--- src/rtl/ex_hilo_muldiv_pkg.sv ---
// Shared definitions for the execute-stage HI/LO multiply/divide unit:
// operand width, Op encodings and FSM state encodings.
package ex_hilo_muldiv_pkg;

    localparam int HL_XLEN = 32;

    localparam logic [2:0] OP_MULT  = 3'b000;
    localparam logic [2:0] OP_MULTU = 3'b001;
    localparam logic [2:0] OP_DIV   = 3'b010;
    localparam logic [2:0] OP_DIVU  = 3'b011;
    localparam logic [2:0] OP_MTHI  = 3'b100;
    localparam logic [2:0] OP_MTLO  = 3'b101;
    localparam logic [2:0] OP_MADD  = 3'b110;
    localparam logic [2:0] OP_MSUB  = 3'b111;

    typedef enum logic [1:0] {
        S_IDLE = 2'b00,
        S_ITER = 2'b01,
        S_FIX  = 2'b10
    } hl_state_e;

endpackage

--- src/rtl/ex_hilo_muldiv_hilo_iter_core.sv ---
// Unsigned iterative datapath: shift-add multiply and restoring divide on
// operand magnitudes, one bit per step, plus the iteration counter.
module hilo_iter_core
    import ex_hilo_muldiv_pkg::*;
#(
    parameter int XLEN = HL_XLEN,
    parameter int ITER = XLEN
) (
    input  logic              clk,
    input  logic              rst_n,
    input  logic              load,
    input  logic              step,
    input  logic              is_div,
    input  logic [XLEN-1:0]   mag_a,
    input  logic [XLEN-1:0]   mag_b,
    output logic              last,
    output logic [2*XLEN-1:0] product,
    output logic [XLEN-1:0]   quotient,
    output logic [XLEN-1:0]   remainder
);

    localparam int CNT_W = $clog2(ITER + 1);

    logic [CNT_W-1:0]  count;
    logic [2*XLEN-1:0] prod;
    logic [XLEN-1:0]   mcand;
    logic [XLEN-1:0]   divisor;
    logic [XLEN-1:0]   quot_r;
    logic [XLEN-1:0]   rem_r;
    logic [XLEN:0]     psum;
    logic [XLEN:0]     rem_sh;
    logic [XLEN:0]     diff;

    // Multiplier sits in the low half of prod and is consumed LSB first.
    always_comb begin
        psum   = {1'b0, prod[2*XLEN-1:XLEN]} + (prod[0] ? {1'b0, mcand} : '0);
        rem_sh = {rem_r, quot_r[XLEN-1]};
        diff   = rem_sh - {1'b0, divisor};
    end

    always_ff @(posedge clk or negedge rst_n) begin
        if (!rst_n) begin
            count <= '0;
        end else if (load) begin
            count <= '0;
        end else if (step) begin
            count <= count + 1'b1;
        end
    end

    always_ff @(posedge clk) begin
        if (load) begin
            prod    <= {{XLEN{1'b0}}, mag_b};
            mcand   <= mag_a;
            divisor <= mag_b;
            quot_r  <= mag_a;
            rem_r   <= '0;
        end else if (step) begin
            if (is_div) begin
                // No borrow means the divisor fits: keep the difference, quotient bit 1.
                if (!diff[XLEN]) begin
                    rem_r  <= diff[XLEN-1:0];
                    quot_r <= {quot_r[XLEN-2:0], 1'b1};
                end else begin
                    rem_r  <= rem_sh[XLEN-1:0];
                    quot_r <= {quot_r[XLEN-2:0], 1'b0};
                end
            end else begin
                prod <= {psum, prod[XLEN-1:1]};
            end
        end
    end

    assign last      = (count == CNT_W'(ITER - 1));
    assign product   = prod;
    assign quotient  = quot_r;
    assign remainder = rem_r;

endmodule

--- src/rtl/ex_hilo_muldiv.sv ---
// Execute-stage HI/LO unit: FSM, operand sign handling and the architectural
// HI/LO registers around the iterative multiply/divide core.
module ex_hilo_muldiv
    import ex_hilo_muldiv_pkg::*;
#(
    parameter int XLEN = HL_XLEN,
    parameter int ITER = XLEN  // must equal XLEN
) (
    input  logic            Clk,
    input  logic            Rst_n,
    input  logic            Start,
    input  logic [2:0]      Op,
    input  logic [XLEN-1:0] A,
    input  logic [XLEN-1:0] B,
    input  logic            Flush,
    input  logic            ReadHL,
    output logic [XLEN-1:0] HI,
    output logic [XLEN-1:0] LO,
    output logic            Busy,
    output logic            Stall,
    output logic            Done
);

    hl_state_e         state, next_state;
    logic              is_mt, signed_op, accept_mt, load, step, write, last;
    logic [2:0]        op_q;
    logic              neg_q, rem_neg_q, b_zero_q;
    logic [XLEN-1:0]   a_q;
    logic [2*XLEN-1:0] product, prod_s, res;
    logic [XLEN-1:0]   quotient, remainder;

    function automatic logic [XLEN-1:0] abs_if(input logic [XLEN-1:0] x, input logic s);
        return (s && x[XLEN-1]) ? -x : x;
    endfunction

    function automatic logic [XLEN-1:0] neg_if(input logic [XLEN-1:0] x, input logic s);
        return s ? -x : x;
    endfunction

    function automatic logic [2*XLEN-1:0] neg_if_w(input logic [2*XLEN-1:0] x, input logic s);
        return s ? -x : x;
    endfunction

    assign is_mt     = (Op == OP_MTHI) || (Op == OP_MTLO);
    assign signed_op = (Op == OP_MULT) || (Op == OP_DIV) || (Op == OP_MADD) || (Op == OP_MSUB);

    always_ff @(posedge Clk or negedge Rst_n) begin
        if (!Rst_n) state <= S_IDLE;
        else        state <= next_state;
    end

    always_comb begin
        next_state = state;
        unique case (state)
            S_IDLE:  if (Start && !Flush && !is_mt) next_state = S_ITER;
            S_ITER:  if (Flush) next_state = S_IDLE;
                     else if (last) next_state = S_FIX;
            S_FIX:   next_state = S_IDLE;
            default: next_state = S_IDLE;
        endcase
    end

    always_comb begin
        Busy      = (state != S_IDLE);
        Stall     = Busy && (ReadHL || Start);
        accept_mt = (state == S_IDLE) && Start && !Flush && is_mt;
        load      = (state == S_IDLE) && Start && !Flush && !is_mt;
        step      = (state == S_ITER);
        write     = (state == S_FIX) && !Flush;
    end

    // Signs are resolved up front; the core only ever sees magnitudes.
    always_ff @(posedge Clk) begin
        if (load) begin
            op_q      <= Op;
            neg_q     <= signed_op && (A[XLEN-1] ^ B[XLEN-1]);
            rem_neg_q <= signed_op && A[XLEN-1];
            b_zero_q  <= (B == '0);
            a_q       <= A;
        end
    end

    hilo_iter_core #(.XLEN(XLEN), .ITER(ITER)) u_core (
        .clk       (Clk),
        .rst_n     (Rst_n),
        .load      (load),
        .step      (step),
        .is_div    (op_q == OP_DIV || op_q == OP_DIVU),
        .mag_a     (abs_if(A, signed_op)),
        .mag_b     (abs_if(B, signed_op)),
        .last      (last),
        .product   (product),
        .quotient  (quotient),
        .remainder (remainder)
    );

    always_comb begin
        prod_s = neg_if_w(product, neg_q);
        case (op_q)
            OP_DIV, OP_DIVU: res = b_zero_q ? {a_q, {XLEN{1'b1}}}
                                            : {neg_if(remainder, rem_neg_q), neg_if(quotient, neg_q)};
            OP_MADD:         res = {HI, LO} + prod_s;
            OP_MSUB:         res = {HI, LO} - prod_s;
            default:         res = prod_s;
        endcase
    end

    always_ff @(posedge Clk or negedge Rst_n) begin
        if (!Rst_n) begin
            HI   <= '0;
            LO   <= '0;
            Done <= 1'b0;
        end else begin
            Done <= accept_mt || write;
            if (accept_mt && Op == OP_MTHI) HI <= A;
            if (accept_mt && Op == OP_MTLO) LO <= A;
            if (write) {HI, LO} <= res;
        end
    end

endmodule

--- config.mk ---
export PLATFORM = sky130hd
export DESIGN_NAME = ex_hilo_muldiv
export DESIGN_NICKNAME = d
export VERILOG_FILES = /design/src/rtl/ex_hilo_muldiv_pkg.sv /design/src/rtl/ex_hilo_muldiv_hilo_iter_core.sv /design/src/rtl/ex_hilo_muldiv.sv
export SDC_FILE = /design/constraint.sdc
export NUM_CORES = 1
export LEC_CHECK = 0
export ABC_CLOCK_PERIOD_IN_PS = 7200
export CAP_MARGIN = 20
export CORE_MARGIN = 1
export CORE_UTILIZATION = 62
export DETAILED_ROUTE_END_ITERATION = 10
export PLACE_DENSITY_LB_ADDON = 0.25
export SYNTH_ARGS = -nofsm -noshare
export SYNTH_HDL_FRONTEND = slang
export SYNTH_SLANG_ARGS = --single-unit
--- constraint.sdc ---
create_clock -name Clk -period 7.2 [get_ports Clk]
set_clock_uncertainty 0.05 [all_clocks]
set_input_delay 1.08 -clock Clk [delete_from_list [all_inputs] [get_ports Clk]]
set_output_delay 1.08 -clock Clk [all_outputs]
set_load 0.03 [all_outputs]
==> impl_metrics.toml, run 1 <==
[outcome]
run_status = "finished, final reports clean"

[die]
core.rowCount = 73
core_area_um2 = 40100
dieArea_um2 = 41840
die-width_um = 204.6
num_io_pins = 139
die_y_um = 204.6
initial_core_util_pct = 63.44

[routing]
ant_nets = 0
via_count = 26000
routed_via_density = 6.962
drt-wirelength-per-cell_um = 25.66
drc = 0
drt_pre_antenna_iters = 7
detailedRoute.firstIterationViolations = 3398
routed_wl_mm = 95.80

[yosys]
synth.area.top_cells = "sky130_fd_sc_hd__edfxtp_1 19%, sky130_fd_sc_hd__dfrtp_1 7.2%, sky130_fd_sc_hd__ha_1 6.6%"
synth_enable_flop_cells = 165
synth.cell_area_um2 = 25440
synth.yosys.seq_area_share_pct = 31.70
yosysTopAreaCellShare_pct = 19.48
synthDominantAreaCellType = "sky130_fd_sc_hd__edfxtp_1"
yosysWarningCount = 0
synthTopCellsByCount = "403 x sky130_fd_sc_hd__nand2_1, 265 x sky130_fd_sc_hd__o21ai_0, 244 x sky130_fd_sc_hd__a21oi_1"
post_synth_inst_count = 3100
postSynth.asyncResetShare_pct = 24.17
dominantRegCellSynth = "sky130_fd_sc_hd__edfxtp_1"
ys_seq_elements = 302
post_synth_num_cell_types = 86
syn_area_per_cell_um2 = 8.206
mappedNetlistNets = 3309
synth_most_common_cell = "sky130_fd_sc_hd__nand2_1"

[clock_tree]
clock-root-buffer = "sky130_fd_sc_hd__clkbuf_16"
htreeDepth = 2
cts_setup_buffers = 0
clock_sink_count = 302
clk_pin_slew_ps = 60
cts_tree = "built"
clock_insertion_delay_worst_skew_ps = 580
cts.hold.buffers_added = 0
clk_path_buf_depth = 3
numCtsBuffers = 38

[critical_path]
startpoint_type = "flop"
worstPathArrival_ps = 7280
worst_path_max_fanout = 7
critPathTopFamily = "simple AND/OR/NAND/NOR gates"
cpPeakStageDelay_ps = 620
path_cells = "or4_4, or4_1, o31ai_1, xnor2_1, nor4_2, and2_1, nand3_1, nor3_4, buf_4, a21oi_1, xor2_1, ha_1, nand4_1, nor2b_1, nand2_1, o31a_1, o31ai_1, o21ai_0, o41ai_1, buf_4, nor3b_1, o21ai_0, a31oi_1"
path_buf_inv = 2
worst_r2r_startpoint = "u_core.product[5]"
worstSetupEndpointType = "flop"
r2r-end = "HI[29]"
reg2reg_depth = 23
timing.critical_path.slowest_stage_cell = "sky130_fd_sc_hd__or4_1"
r2r_setup_slack_ps = 380
worstSetupPathType = "reg -> reg"
critical_path_required_time_ps = 7660

[sta]
report.final.setup_viol = 0
tightest_slew_ps = 1041
clock.fmax_mhz = 146.6
fin_setup_tns_ps = 0
timing.final.crit_share_pct = 94.72
final.min_clock_period_ps = 6820
report.final.hold_viol_count = 0
rsz0062_at_grt = "false"
slew_viol_final = 0
worst_slew_margin_rel_pct = 30.59

[cells_and_area]
fin_nets = 3384
fraction_of_layout_instances_using_a_drive_strength_above_1_pct = 5.242
area_growth_syn_to_layout_pct = 12.57
layoutNonFillerInstCount = 3734
fillers = 3161

[pwr]
sw_frac_of_total_pct = 44.99
power.switching_mw = 4.253
power_frac_comb_pct = 51.3
cell_internal_pwr_mw = 5.200
p_seq_share_pct = 27.6
max-vdd-ir-drop_uv = 267.0
share_clk_of_total_power_pct = 21.1
leakagePower_nw = 11.64
p_per_area_nw_per_um2 = 330.1

[placed_design]
place_hpwl_mm = 70.91
dpl.cell_count = 3660
gp_congestion = 1.043
port_buffers = 138

[global_routing]
grtUsageTotal_pct = 45.56
grt_antenna_before_repair = 8
first_global_vias = 24530
grt_start_max_net_pins = 100
grt_first_pass_wirelength_mm = 144.5
grt_remaining_overflow = 0

[run]
cap_viol_max_count = 0

[worst_hold_path]
timing.hold.worst.class = "in -> async"
==> worst register-to-register path, stage by stage, from the launching register on <==
cell                       delay, ps
sky130_fd_sc_hd__edfxtp_1        470
sky130_fd_sc_hd__or4_4           610
sky130_fd_sc_hd__or4_1           620
sky130_fd_sc_hd__o31ai_1         290
sky130_fd_sc_hd__xnor2_1         250
sky130_fd_sc_hd__nor4_2          400
sky130_fd_sc_hd__and2_1          200
sky130_fd_sc_hd__nand3_1         170
sky130_fd_sc_hd__nor3_4          270
sky130_fd_sc_hd__buf_4           190
sky130_fd_sc_hd__a21oi_1          80
sky130_fd_sc_hd__xor2_1          170
sky130_fd_sc_hd__ha_1            430
sky130_fd_sc_hd__nand4_1         210
sky130_fd_sc_hd__nor2b_1         190
sky130_fd_sc_hd__nand2_1          90
sky130_fd_sc_hd__o31a_1          290
sky130_fd_sc_hd__o31ai_1         520
sky130_fd_sc_hd__o21ai_0         290
sky130_fd_sc_hd__o41ai_1         380
sky130_fd_sc_hd__buf_4           190
sky130_fd_sc_hd__nor3b_1         170
sky130_fd_sc_hd__o21ai_0         100
sky130_fd_sc_hd__a31oi_1         140
==> routing by layer <==
layer	track usage [%]	vias to the layer above	wire length [µm]	share of wire (%)
met1	54.98	12050	34160	36
met4	32.25	12	7815	8.2
met5	0	-	92	0.096
met2	70.25	1891	41880	44
li1	-	11540	-	-
met3	12.38	504	11850	12
==> cells in the final DEF (no fill, tap or decap), drive strengths merged, types with 20 or more instances in the layout <==
cell type	synthesis	layout
clkbuf	139	56
nand2	403	403
or4	32	32
nor2b	23	23
a21oi	244	244
nand4	33	33
dfrtp	73	73
a211oi	36	36
clkdlybuf4s50	0	137
and3	25	25
nand2b	38	38
ha	134	134
a31oi	40	40
inv	101	106
o21a	27	27
xnor2	157	157
o221ai	20	20
nand3	64	64
edfxtp	165	165
o41ai	26	26
nor4	39	39
a21o	65	65
buf	20	57
o31ai	55	55
o21ai	268	268
dfxtp	64	64
or3	32	32
mux2i	38	38
nor3	51	51
and2	53	53
o211ai	20	20
nor2	206	206
xor2	190	190
==> how the worst max path moves through the flow <==
stage / start / endpoint / slack, ps / cells after the start
after floorplan: u_core.product[0] / HI[28] / 950 / 25
after global placement: u_core.product[0] / HI[28] / 580 / 23
after detailed placement: u_core.product[0] / HI[28] / 390 / 26
after CTS: u_core.product[0] / HI[28] / 330 / 23
after global routing: u_core.product[0] / HI[28] / 60 / 23
final: u_core.product[5] / HI[29] / 380 / 23
==> power by group through the flow <==
stage               Clock [mW]  Sequential, mW  Combinational, mW
finish                    2.00            2.61               4.85
global route              2.06            2.64               5.23
CTS                       1.99            2.58               4.73
detailed placement           0            2.61               4.68
global placement             0            2.60               4.59
floorplan                    0            2.61               3.22
==> cells by family (layout without fill, tap and decap cells) <==
group | after synthesis | in the layout | synth area share (%)
AND/OR/NAND/NOR | 1057 | 1057 | 20.25
AO/OA/AOI/OAI | 952 | 952 | 23.70
XOR/XNOR | 347 | 347 | 11.95
flip-flops | 302 | 302 | 31.70
buffers and inverters | 263 | 368 | 3.905
adder cells (fa/ha/maj) | 137 | 137 | 6.827
multiplexers | 42 | 42 | 1.672
other | 0 | 4 | 0
==> cell type report <==
cell class / count / area (µm²) / area share [%]
clock buffer: 56 / 1121 / 3.915
inverter: 104 / 395.4 / 1.381
multi-input combinational: 2535 / 16410 / 57.32
tap: 525 / 656.9 / 2.294
antenna: 4 / 10.01 / 0.03496
sequential: 302 / 8063 / 28.16
timing repair buffer: 194 / 1828 / 6.384
clock inverter: 14 / 147.6 / 0.5156
==> flip-flops by register name, indices dropped and copies added, names as in the netlist <==
signal and count:
u_core.mcand 32, rem_neg_q 1, u_core.remainder 32, a_q 31, HI 32, u_core.quotient 32, neg_q 1, u_core.divisor 32
u_core.count 6, op_q 3, b_zero_q 1, state 2, u_core.product 64, Done 1, LO 32
==> stage by stage <==
step | hold WS (ps) | utilization, % | worst slack, ps | power [mW] | cell area (µm²)
6_report | 421.7 | 71.41 | 380.2 | 9.453 | 28640
5_1_grt | 448.4 | 71.40 | 64.05 | 9.924 | 28630
4_1_cts | 418.0 | 71.37 | 327.7 | 9.301 | 28620
3_5_place_dp | 432.8 | 68.21 | 387.4 | 7.292 | 27350
3_3_place_gp | 421.5 | 68.18 | 575.1 | 7.187 | 27340
2_1_floorplan | 390.9 | - | 953.0 | 5.827 | 25440
==> repair_timing <==
item,CTS,global route
endpoints found under the setup margin,0,9
hold endpoints to repair,0,0
resized for setup,0,5
(Power assumes the default switching activity.)
==> run 2, diff against run 1 <==
--- a/config.mk
+++ b/config.mk
@@ -8,7 +8,7 @@
 export ABC_CLOCK_PERIOD_IN_PS = 7200
 export CAP_MARGIN = 20
 export CORE_MARGIN = 1
-export CORE_UTILIZATION = 62
+export CORE_UTILIZATION = 50
 export DETAILED_ROUTE_END_ITERATION = 10
 export PLACE_DENSITY_LB_ADDON = 0.25
 export SYNTH_ARGS = -nofsm -noshare
==> run 2 against run 1 <==
  * Fmax is 0.33% lower
  * Non-clock buffer count grew 4
  * Via count down 2.9%
  * Power rose by 1.9%
  * Critical path type unchanged
  * Worst hold slack gained 14 ps
  * Sequential power up 2%
  * Sequential share of layout area shrank 0.34 points
  * Final area grew 1.2%
  * Clock power is 7% higher
==> impl_metrics.toml, run 2 (synthesized netlist as in run 1, its figures left out) <==
[placed_design]
port_buffers = 138
dpl_cell_area_um2 = 27520
gp_congestion = 0.9909
place_hpwl_mm = 76.19

[sta]
slew_viol_final = 0
final.min_clock_period_ps = 6842
worst_slew_margin_rel_pct = 18.88
timing.final.crit_share_pct = 95.03
clock.fmax_mhz = 146.1
rsz0062_at_grt = "true"
hold-worst-slack_ps = 435.5
report.final.setup_viol = 0
tightest_slew_ps = 1202
report.final.hold_viol_count = 0

[cells_and_area]
layout_common_cells = "402 x sky130_fd_sc_hd__nand2_1, 264 x sky130_fd_sc_hd__o21ai_0, 244 x sky130_fd_sc_hd__a21oi_1"
leading_cell_type_in_the_layout_fill_and_taps_excluded = "sky130_fd_sc_hd__nand2_1"
design_area_final_um2 = 28990
fillers = 4569
fraction_of_layout_instances_using_a_drive_strength_above_1_pct = 5.639
largest_reg_flops = 64
area_growth_syn_to_layout_pct = 13.95
fin_nets = 3389

[die]
dieArea_um2 = 51780
num_io_pins = 139
initial_core_util_pct = 50.70
core_area_um2 = 50170
die-width_um = 227.6
core.rowCount = 82
die_y_um = 227.6

[critical_path]
worst_path_max_fanout = 7
worstSetupPathType = "reg -> reg"
r2r-end = "HI[30]"
setup.worst_path.end = "HI[30]"
worst_setup_path_startpoint = "u_core.product[4]"
worstPathArrival_ps = 7210
worst_r2r_startpoint = "u_core.product[4]"
cpPeakStageDelay_ps = 600
worstSetupEndpointType = "flop"
critical_path_required_time_ps = 7570
r2r_setup_slack_ps = 360
reg2reg_depth = 20
path_cells = "or4_4, nor4_1, a21o_1, a32oi_1, nor4_1, nand2_1, o21ai_0, xnor2_1, ha_1, a2111o_1, or2_2, o21ai_0, a31oi_1, a211oi_1, o31a_1, o21a_1, o21ai_0, a31oi_1, xor2_1, o221ai_1"
timing.critical_path.slowest_stage_cell = "sky130_fd_sc_hd__or4_4"
critical_path.most_common_cell = "sky130_fd_sc_hd__o21ai_0"
startpoint_type = "flop"

[global_routing]
grtUsageTotal_pct = 38.47
grt_remaining_overflow = 0
grt_start_max_net_pins = 96
grt_first_pass_wirelength_mm = 147.1
first_global_vias = 23160
grt_antenna_before_repair = 5

[clock_tree]
clk_path_buf_depth = 3
htreeDepth = 2
numCtsBuffers = 39
clock_sink_count = 302
clock_insertion_delay_worst_skew_ps = 590
cts_tree = "built"
clock-root-buffer = "sky130_fd_sc_hd__clkbuf_16"
clk_pin_slew_ps = 60

[pwr]
share_clk_of_total_power_pct = 22.3
p_seq_share_pct = 27.5
power_frac_comb_pct = 50.2
cell_internal_pwr_mw = 5.347
sw_frac_of_total_pct = 44.48
p_per_area_nw_per_um2 = 332.3
leakagePower_nw = 11.73
max-vdd-ir-drop_uv = 222.5
power.switching_mw = 4.285

[routing]
ant_nets = 0
routed_wl_mm = 100.6
drt-wirelength-per-cell_um = 25.90
routed_via_density = 6.496
drc = 0
via_count = 25230
detailedRoute.firstIterationViolations = 2704
drt_pre_antenna_iters = 6

[worst_hold_path]
timing.hold.worst.class = "in -> async"

[run]
cap_viol_max_count = 0

[outcome]
run_status = "finished, final reports clean"
## run 2: cell types whose count changed in the layout (fill, tap and decap cells not counted), sizes merged
cell      before  now
buf           57   61
clkinv        10   12
inv          106  105
diode          4    2
bufinv         2    6
clkinvlp       0    1
clkbuf        56   51
## run 2: how the worst min path moves through the flow
| stage | end | slack [ps] | depth (start not counted) |
|---|---|---|---|
| detailed placement | state[1] | 420 | 1 |
| global placement | state[1] | 410 | 1 |
| CTS | LO[8] | 420 | 1 |
| floorplan | state[1] | 390 | 1 |
| global route | LO[8] | 470 | 1 |
| finish | LO[8] | 440 | 1 |
## run 2: area by class of cell
cell class                 count  area, µm²  share of cell area [%]
inverter                     104      395.4                   1.364
tap                          672      840.8                   2.901
antenna                        2      5.005                 0.01727
multi-input combinational   2535      16450                   56.74
clock buffer                  51       1125                   3.881
timing repair buffer         198       1842                   6.354
sequential                   302       8063                   27.82
clock inverter                20      267.8                  0.9237
## run 2: per-stage QoR
stage	worst slack, ps	setup TNS, ps	std cells	util, %	power [mW]
final	357.6	0	3884	57.78	9.632
after global routing	-3.607	-3.607	3882	57.77	10.12
after CTS	63.67	0	3877	57.62	9.530
after detailed placement	106.1	0	3806	54.85	7.351
after global placement	344.7	0	3806	54.85	7.302
after floorplan	953.0	0	3100	-	5.827
## run 2: repair_timing
action	CTS	global route
endpoints found under the setup margin	0	20
gates resized for setup	0	9
buffers inserted	0	5
hold buffers	0	0
hold endpoints to repair	0	0
## run 2: power by group through the flow
stage	combinational (mW)	clock, mW	sequential (mW)
after floorplan	3.22	0	2.61
after global placement	4.65	0	2.65
after detailed placement	4.69	0	2.66
after CTS	4.73	2.17	2.63
after global routing	5.22	2.23	2.67
final	4.84	2.15	2.65
## run 2: worst max-delay path, delay by kind of cell (launching register included)
kind	cells	cell delay, ps
AOI/OAI and AO/OA	12	3570
xor gates and xnor gates	2	400
adders and majority gates	1	350
DFF	1	490
and+or+nand+nor	5	1810
## run 2: per-layer routing
layer  global-route usage (%)  up-vias  wire length, µm
li1                         -    11550                -
met1                    51.65    12300            42080
met2                    60.05     1168            44730
met3                    6.711      210             8914
met4                    17.99        4             4858
met5                        0        -               26
